**config.mk**
```make
export PLATFORM = sky130hd
export DESIGN_NAME = operand_accumulator
export DESIGN_NICKNAME = d
export VERILOG_FILES = /design/src/rtl/operand_accumulator.sv
export SDC_FILE = /design/constraint.sdc
export NUM_CORES = 1
export LEC_CHECK = 0
export CAP_MARGIN = 20
export CORE_MARGIN = 2
export CORE_UTILIZATION = 51
export CTS_BUF_LIST = sky130_fd_sc_hd__clkbuf_16
export CTS_CLUSTER_SIZE = 40
export DETAILED_ROUTE_END_ITERATION = 6
export PLACE_DENSITY = 0.84
export SLEW_MARGIN = 40
export SYNTH_ARGS = -nofsm -noshare
export SYNTH_HDL_FRONTEND = slang
export SYNTH_SLANG_ARGS = --single-unit
```
**constraint.sdc**
```tcl
create_clock -name clk -period 3.9 [get_ports clk]
set_input_delay 0.585 -clock clk [delete_from_list [all_inputs] [get_ports clk]]
set_output_delay 0.585 -clock clk [all_outputs]
set_load 0.03 [all_outputs]
```
**src/rtl/operand_accumulator.sv**
```systemverilog
// operand_accumulator: folds a frame of N_OPERANDS bytes into an 8-bit sum with sticky carry; OPERAND_ACCUMULATOR_SATURATE_EN clamps to 8'hFF on carry
module operand_accumulator #(
  parameter int N_OPERANDS = 8,
  localparam int CNT_W = $clog2(N_OPERANDS + 1)
) (
  input  logic             clk,
  input  logic             rst_n,
  input  logic             start,
  input  logic             in_valid,
  output logic             in_ready,
  input  logic [7:0]       in_data,
  output logic             busy,
  output logic             out_valid,
  input  logic             out_ready,
  output logic [7:0]       out_sum,
  output logic             out_carry,
  output logic [CNT_W-1:0] out_count
);
  typedef enum logic [1:0] {IDLE, ACCUM, DONE} state_t;
  state_t state, state_nx;
  logic [7:0] acc, acc_nx;
  logic flag;
  logic [CNT_W-1:0] count;
  logic [8:0] sum;
  logic beat, last;
  assign beat = in_valid & in_ready;
  assign sum = {1'b0, acc} + {1'b0, in_data};
  assign last = count == CNT_W'(N_OPERANDS - 1);
`ifdef OPERAND_ACCUMULATOR_SATURATE_EN
  assign acc_nx = sum[8] ? 8'hFF : sum[7:0];
`else
  assign acc_nx = sum[7:0];
`endif
  assign out_sum = acc;
  assign out_carry = flag;
  assign out_count = count;
  // state register
  always_ff @(posedge clk or negedge rst_n)
    if (!rst_n) state <= IDLE;
    else state <= state_nx;
  // next state and handshake outputs
  always_comb begin
    state_nx = state;
    in_ready = state == ACCUM;
    out_valid = state == DONE;
    busy = state != IDLE;
    if (state == IDLE && start) state_nx = ACCUM;
    if (state == ACCUM && beat && last) state_nx = DONE;
    if (state == DONE && out_ready) state_nx = IDLE;
  end
  // running sum, sticky carry and beat count; cleared when a frame starts
  always_ff @(posedge clk or negedge rst_n)
    if (!rst_n) begin
      acc <= '0;
      flag <= 1'b0;
      count <= '0;
    end else if (state == IDLE && start) begin
      acc <= '0;
      flag <= 1'b0;
      count <= '0;
    end else if (beat) begin
      acc <= acc_nx;
      flag <= flag | sum[8];
      count <= count + 1'b1;
    end
endmodule

```
==> results of run 1 <==
## power breakdown
group	leakage, nW	total, W	internal (W)	switching, W
clock	0.0409	0.000200	0.000137	0.0000630
sequential	0.177	0.000307	0.000232	0.0000746
combinational	0.396	0.000801	0.000360	0.000440
## sequential cells by signal (all words and copies together) (netlist names)
name and cells:
out_carry 1, out_count 4, out_sum 8, state 2
## cells in the mapped netlist (2+ instances only)
library cell / number
inv_1: 5
ha_1: 9
a22o_1: 3
o21ai_0: 7
a21oi_1: 4
o21ai_1: 3
dfrtp_1: 15
mux2i_1: 2
nor3b_1: 4
xor2_1: 2
a211oi_1: 3
and2b_2: 2
nor2b_1: 2
nand3_1: 3
nor2_1: 6
nand2b_1: 3
nand2_1: 7
or2_2: 2
## metrics by stage
step,total power (W),cell area [um2]
floorplan,0.000856,1060
global placement,0.00108,1360
detailed placement,0.00110,1360
CTS,0.00131,1440
global route,0.00140,1440
finish,0.00131,1440
## worst max-delay path, cell delays in order
cell and delay (ns):
clkdlybuf4s50_1 0.46, ha_1 0.19, inv_1 0.06, fa_1 0.41
nand2b_1 0.19, a21oi_1 0.24, mux2_2 0.36, nand2_1 0.05
## layer usage
metal | vias to the layer above | global-route usage (%) | routed length, um
met5 | - | 0 | 0
met4 | 0 | 4.17 | 11
met3 | 2 | 5.76 | 88
met2 | 22 | 37.8 | 1220
met1 | 445 | 25.7 | 1040
li1 | 448 | - | -
## final cells by class
class	count	area [um2]	share of cell area, %
Timing Repair Buffer	28	280	19.5
Sequential cell	15	375	26.2
Multi-Input combinational cell	85	647	45.1
Clock inverter	1	5.00	0.349
Tap cell	27	33.8	2.35
Inverter	5	18.8	1.31
Clock buffer	3	75.1	5.23
## cell families after synthesis
kind of cell               Yosys count  share of synthesized area (%)
muxes                                3                           2.95
AOI/OAI and AO/OA                   27                           17.2
buffers and inverters                7                           3.54
and+or+nand+nor                     42                           25.9
adders and majority gates           10                           12.5
xor gates and xnor gates             3                           2.48
DFF                                 15                           35.4
## final timing paths
kind                                        start                endpoint  slack, ns  cells after the start
hold / removal              out_carry$_DFFE_PN0P_   out_carry$_DFFE_PN0P_       0.53                      2
min in group asynchronous                   rst_n  out_sum[3]$_DFFE_PN0P_       0.76                      1
hold reg to reg             out_carry$_DFFE_PN0P_   out_carry$_DFFE_PN0P_       0.53                      2
max in group asynchronous                   rst_n  out_sum[0]$_DFFE_PN0P_       2.70                      1
setup reg to reg           out_sum[0]$_DFFE_PN0P_  out_sum[6]$_DFFE_PN0P_       1.96                      7
setup / recovery                       in_data[0]  out_sum[6]$_DFFE_PN0P_       1.52                      8
==> impl_metrics.csv, run 1 <==
group,metric,value,unit
run_status,outcome,"finished clean",
critical_path,cp-start-kind,"input pin",
critical_path,critical_path_required,4.08,ns
floorplanning,ioPinCount,29,
detailed_routing,detail-route-antenna-nets,0,
synth,synth_edf_count,0,
clock_network,ctsHtreeMaxLevel,1,
min_path,hold_class,"reg2reg",
synth,yosysUniqueCellTypes,43,
clock_network,cts_max_path_buffers,2,
synth,syn_inst,107,
clock_network,cts_root_buffer,"clkbuf_16",
clock_network,cts.sinks,15,
critical_path,worst_setup_path_end_kind,"flop",
synth,async_flop_share,100,%
global_routing,grt_first_pass_wirelength,4020,um
layout,layout.nets,161,
clock_network,cts_tree,"built",
sta,fin_ws,1.52,ns
floorplanning,rows,16,
layout,fillers,163,
floorplanning,die_area,2460,um2
layout,final_common_cell,"clkdlybuf4s50_1",
synth,synthTopCellsByArea,"dfrtp_1 35%, ha_1 11%, o21ai_0 3.3%",
synth,synth_area_per_cell,9.90,um2
sta,setup_viol,0,
pwr,p_leak,0.613,nW
sta,finalCritPeriodShare,60.9,%
sta,tns,0,ns
floorplanning,die_w,49.6,um
global_routing,grt_use_total,21.3,%
clock_network,cts_made_buffers,3,
synth,seq_area_frac_synth,35.4,%
synth,synth_top_area_share,35.4,%
synth,synth_top_area_cell,"dfrtp_1",
layout,area_growth,35.4,%
synth,syn_nets,130,
global_routing,grt_antenna_before_repair,0,
placement,place_congestion,0.848,
sta,rsz0062_at_grt,"no",
synth,syn_area,1060,um2
detailed_routing,routed-via-count,917,
critical_path,crit_fanout,3,
sta,relSlewSlack,54.0,%
pwr,vdd_drop_max,0.000681,V
global_routing,first_global_vias,907,
floorplanning,start_util,54.0,%
critical_path,path_class,"in2reg",
clock_network,postCtsHoldBufs,0,
sta,skew,0.00456,ns
global_routing,overflow,0,
placement,place_hpwl,1710,um
layout,final_util,73.2,%
placement,place_ws,1.30,ns
synth,ys_seq_elements,15,
layout,stdcell_count,164,
detailed_routing,drt_wl_total,2360,um
detailed_routing,drt_first_iter_violations,16,
sta,tightestPinTransition,0.688,ns
detailed_routing,drc,0,
detailed_routing,vias_per_cell,5.59,
run,drv_cap,0,
pwr,cellPowerDensity,911,nW/um2
clock_network,cts.clk_slew.worst_paths,0.05,ns
layout,antenna_cells,0,
floorplanning,core_area,1960,um2
synth,synth_warnings,0,
sta,whs,0.529,ns
placement,dp_cells,160,
sta,finalMaxSlewViolations,0,
sta,finalHoldViolations,0,
detailed_routing,dr.pass1.iters,4,
critical_path,cp.arrival,2.56,ns
synth,synthFlopType,"dfrtp_1",
clock_network,cts_resized,0,
sta,period_minus_slack,2.38,ns
global_routing,grt_max_degree,16,
layout,final_cell_mix,"28 x clkdlybuf4s50_1, 15 x dfrtp_1, 9 x ha_1",
clock_network,worstSkewPairLatency,0.25,ns
detailed_routing,routedWlPerCell,14.4,um
placement,io_buffers,28,
sta,max_clock_freq,421,MHz
clock_network,cts_setup_buffers,0,
floorplanning,die-height,49.6,um
layout,drive_gt1_share,10.9,%
(Power assumes the default switching activity.)
==> run 2: changes to the inputs <==
- CORE_UTILIZATION: 51 -> 47
- PLACE_DENSITY: 0.84 -> 0.78
- clock period: 3.9 -> 2.3 ns (I/O delays scaled with it)
==> impl_metrics.csv, run 2 (synthesis gave the netlist of run 1 again) <==
group,metric,value,unit
placement,place_congestion,0.812,
sta,max_clock_freq,486,MHz
global_routing,grt_first_pass_wirelength,4020,um
detailed_routing,routedWlPerCell,13.8,um
critical_path,cpMaxStageDelayCell,"clkdlybuf4s50_1",
critical_path,cp-startpoint,"in_data[0]",
clock_network,cts_made_buffers,3,
sta,tns,0,ns
critical_path,cp_num_buf_inv,2,
pwr,total_power,0.00225,W
layout,final_cell_mix,"28 x clkdlybuf4s50_1, 15 x dfrtp_1, 9 x ha_1",
clock_network,cts.clk_slew.worst_paths,0.05,ns
global_routing,grt_use_total,20.9,%
sta,finalHoldViolations,0,
detailed_routing,detail-route-antenna-nets,0,
run_status,outcome,"finished clean",
critical_path,crit_chain,"clkdlybuf4s50_1 -> ha_1 -> inv_1 -> fa_1 -> nand2b_1 -> a21oi_1 -> mux2_2 -> nand2_1",
clock_network,cts.sinks,15,
critical_path,cp_slowest_stage_delay,0.46,ns
run,drv_cap,0,
detailed_routing,drt_wl_total,2330,um
pwr,p_leak,0.630,nW
layout,design_area,1470,um2
clock_network,cts_resized,0,
floorplanning,ioPinCount,29,
sta,period_minus_slack,2.06,ns
placement,place_hpwl,1710,um
sta,relSlewSlack,54.7,%
layout,layout.nets,165,
critical_path,r2r_start,"out_sum[0]$_DFFE_PN0P_",
layout,stdcell_count,169,
global_routing,grt_antenna_before_repair,0,
sta,tightestPinTransition,0.678,ns
placement,place_area,1390,um2
sta,finalCritPeriodShare,89.4,%
clock_network,ctsHtreeMaxLevel,1,
layout,drive_gt1_share,13.5,%
pwr,vdd_drop_max,0.00113,V
clock_network,cts_root_buffer,"clkbuf_16",
clock_network,worstSkewPairLatency,0.25,ns
floorplanning,die_w,51.5,um
critical_path,crit_fanout,3,
placement,io_buffers,28,
global_routing,grt_max_degree,16,
global_routing,first_global_vias,895,
floorplanning,core_area,2170,um2
critical_path,cp-start-kind,"input pin",
sta,setup_viol,0,
critical_path,critical_path_required,2.49,ns
floorplanning,die_area,2650,um2
clock_network,cts_tree,"built",
layout,final_util,67.7,%
detailed_routing,drc,0,
layout,final_common_cell,"clkdlybuf4s50_1",
sta,skew,0.00190,ns
layout,antenna_cells,0,
layout,area_growth,38.6,%
clock_network,postCtsHoldBufs,0,
detailed_routing,routed-via-count,916,
min_path,hold_class,"in2async",
floorplanning,die-height,51.5,um
clock_network,cts_max_path_buffers,2,
placement,dp_cells,165,
sta,rsz0062_at_grt,"no",
layout,largest_register_ffs,8,
clock_network,cts_setup_buffers,0,
critical_path,crit_family,"adder cells",
floorplanning,start_util,48.8,%
global_routing,overflow,0,
detailed_routing,drt_first_iter_violations,12,
critical_path,cp.arrival,2.24,ns
pwr,cellPowerDensity,1530,nW/um2
critical_path,worst_setup_path_end_kind,"flop",
detailed_routing,vias_per_cell,5.42,
sta,finalMaxSlewViolations,0,
critical_path,path_class,"in2reg",
floorplanning,rows,17,
detailed_routing,dr.pass1.iters,4,
-- run 2: worst register-to-register path: stages, from the launching register on --
cell and delay [ns]:
dfrtp_1 0.37, ha_1 0.17, inv_1 0.05, fa_1 0.38, nand2b_1 0.18, a21oi_1 0.24
mux2_2 0.38, nand2_1 0.06
-- run 2: worst paths after layout --
kind                       slack, ns  cells after the start                  endpoint
setup / recovery                0.24                      8    out_sum[6]$_DFFE_PN0P_
hold / removal                  0.51                      1    out_sum[3]$_DFFE_PN0P_
setup reg to reg                0.41                      7    out_sum[6]$_DFFE_PN0P_
hold reg to reg                 0.51                      2    out_sum[5]$_DFFE_PN0P_
max in group asynchronous       1.36                      1  out_count[2]$_DFFE_PN0P_
min in group clk                0.51                      2    out_sum[5]$_DFFE_PN0P_
-- run 2: where the power goes --
part | total, W | switching, W | leakage (nW) | internal, W
Combinational | 0.00137 | 0.000741 | 0.416 | 0.000632
Clock | 0.000355 | 0.000120 | 0.0371 | 0.000235
Sequential | 0.000523 | 0.000129 | 0.177 | 0.000393
-- run 2: final cells by class --
cell class / instances / area, um2
Fill cell: 192 / 701
Multi-Input combinational cell: 85 / 647
Sequential cell: 15 / 375
Timing Repair Buffer: 32 / 310
Clock buffer: 3 / 75.1
Tap cell: 28 / 35.0
Inverter: 5 / 18.8
Clock inverter: 1 / 7.51
-- run 2: metrics by stage --
step                hold slack, ns  worst slack, ns
global placement             0.494           0.0474
global route                 0.558            0.114
floorplan                   0.0494            0.293
finish                       0.506            0.244
CTS                          0.515            0.234
detailed placement           0.504          0.00289
-- run 2: metal layers --
| layer | part of all wire (%) | GRT usage (%) | routed length (um) | vias to the layer above |
|---|---|---|---|---|
| met4 | 1.0 | 6.58 | 24 | 0 |
| met1 | 44 | 23.6 | 1020 | 431 |
| li1 | - | - | - | 459 |
| met5 | 0 | 0 | 0 | - |
| met3 | 3.6 | 5.26 | 83 | 4 |
| met2 | 52 | 38.2 | 1210 | 22 |
==> run 3: changes to the inputs <==
- SKIP_LAST_GASP: unset -> 1
==> results of run 3 <==
Same layout as run 2: the final DEF is identical, and so are final timing and power.
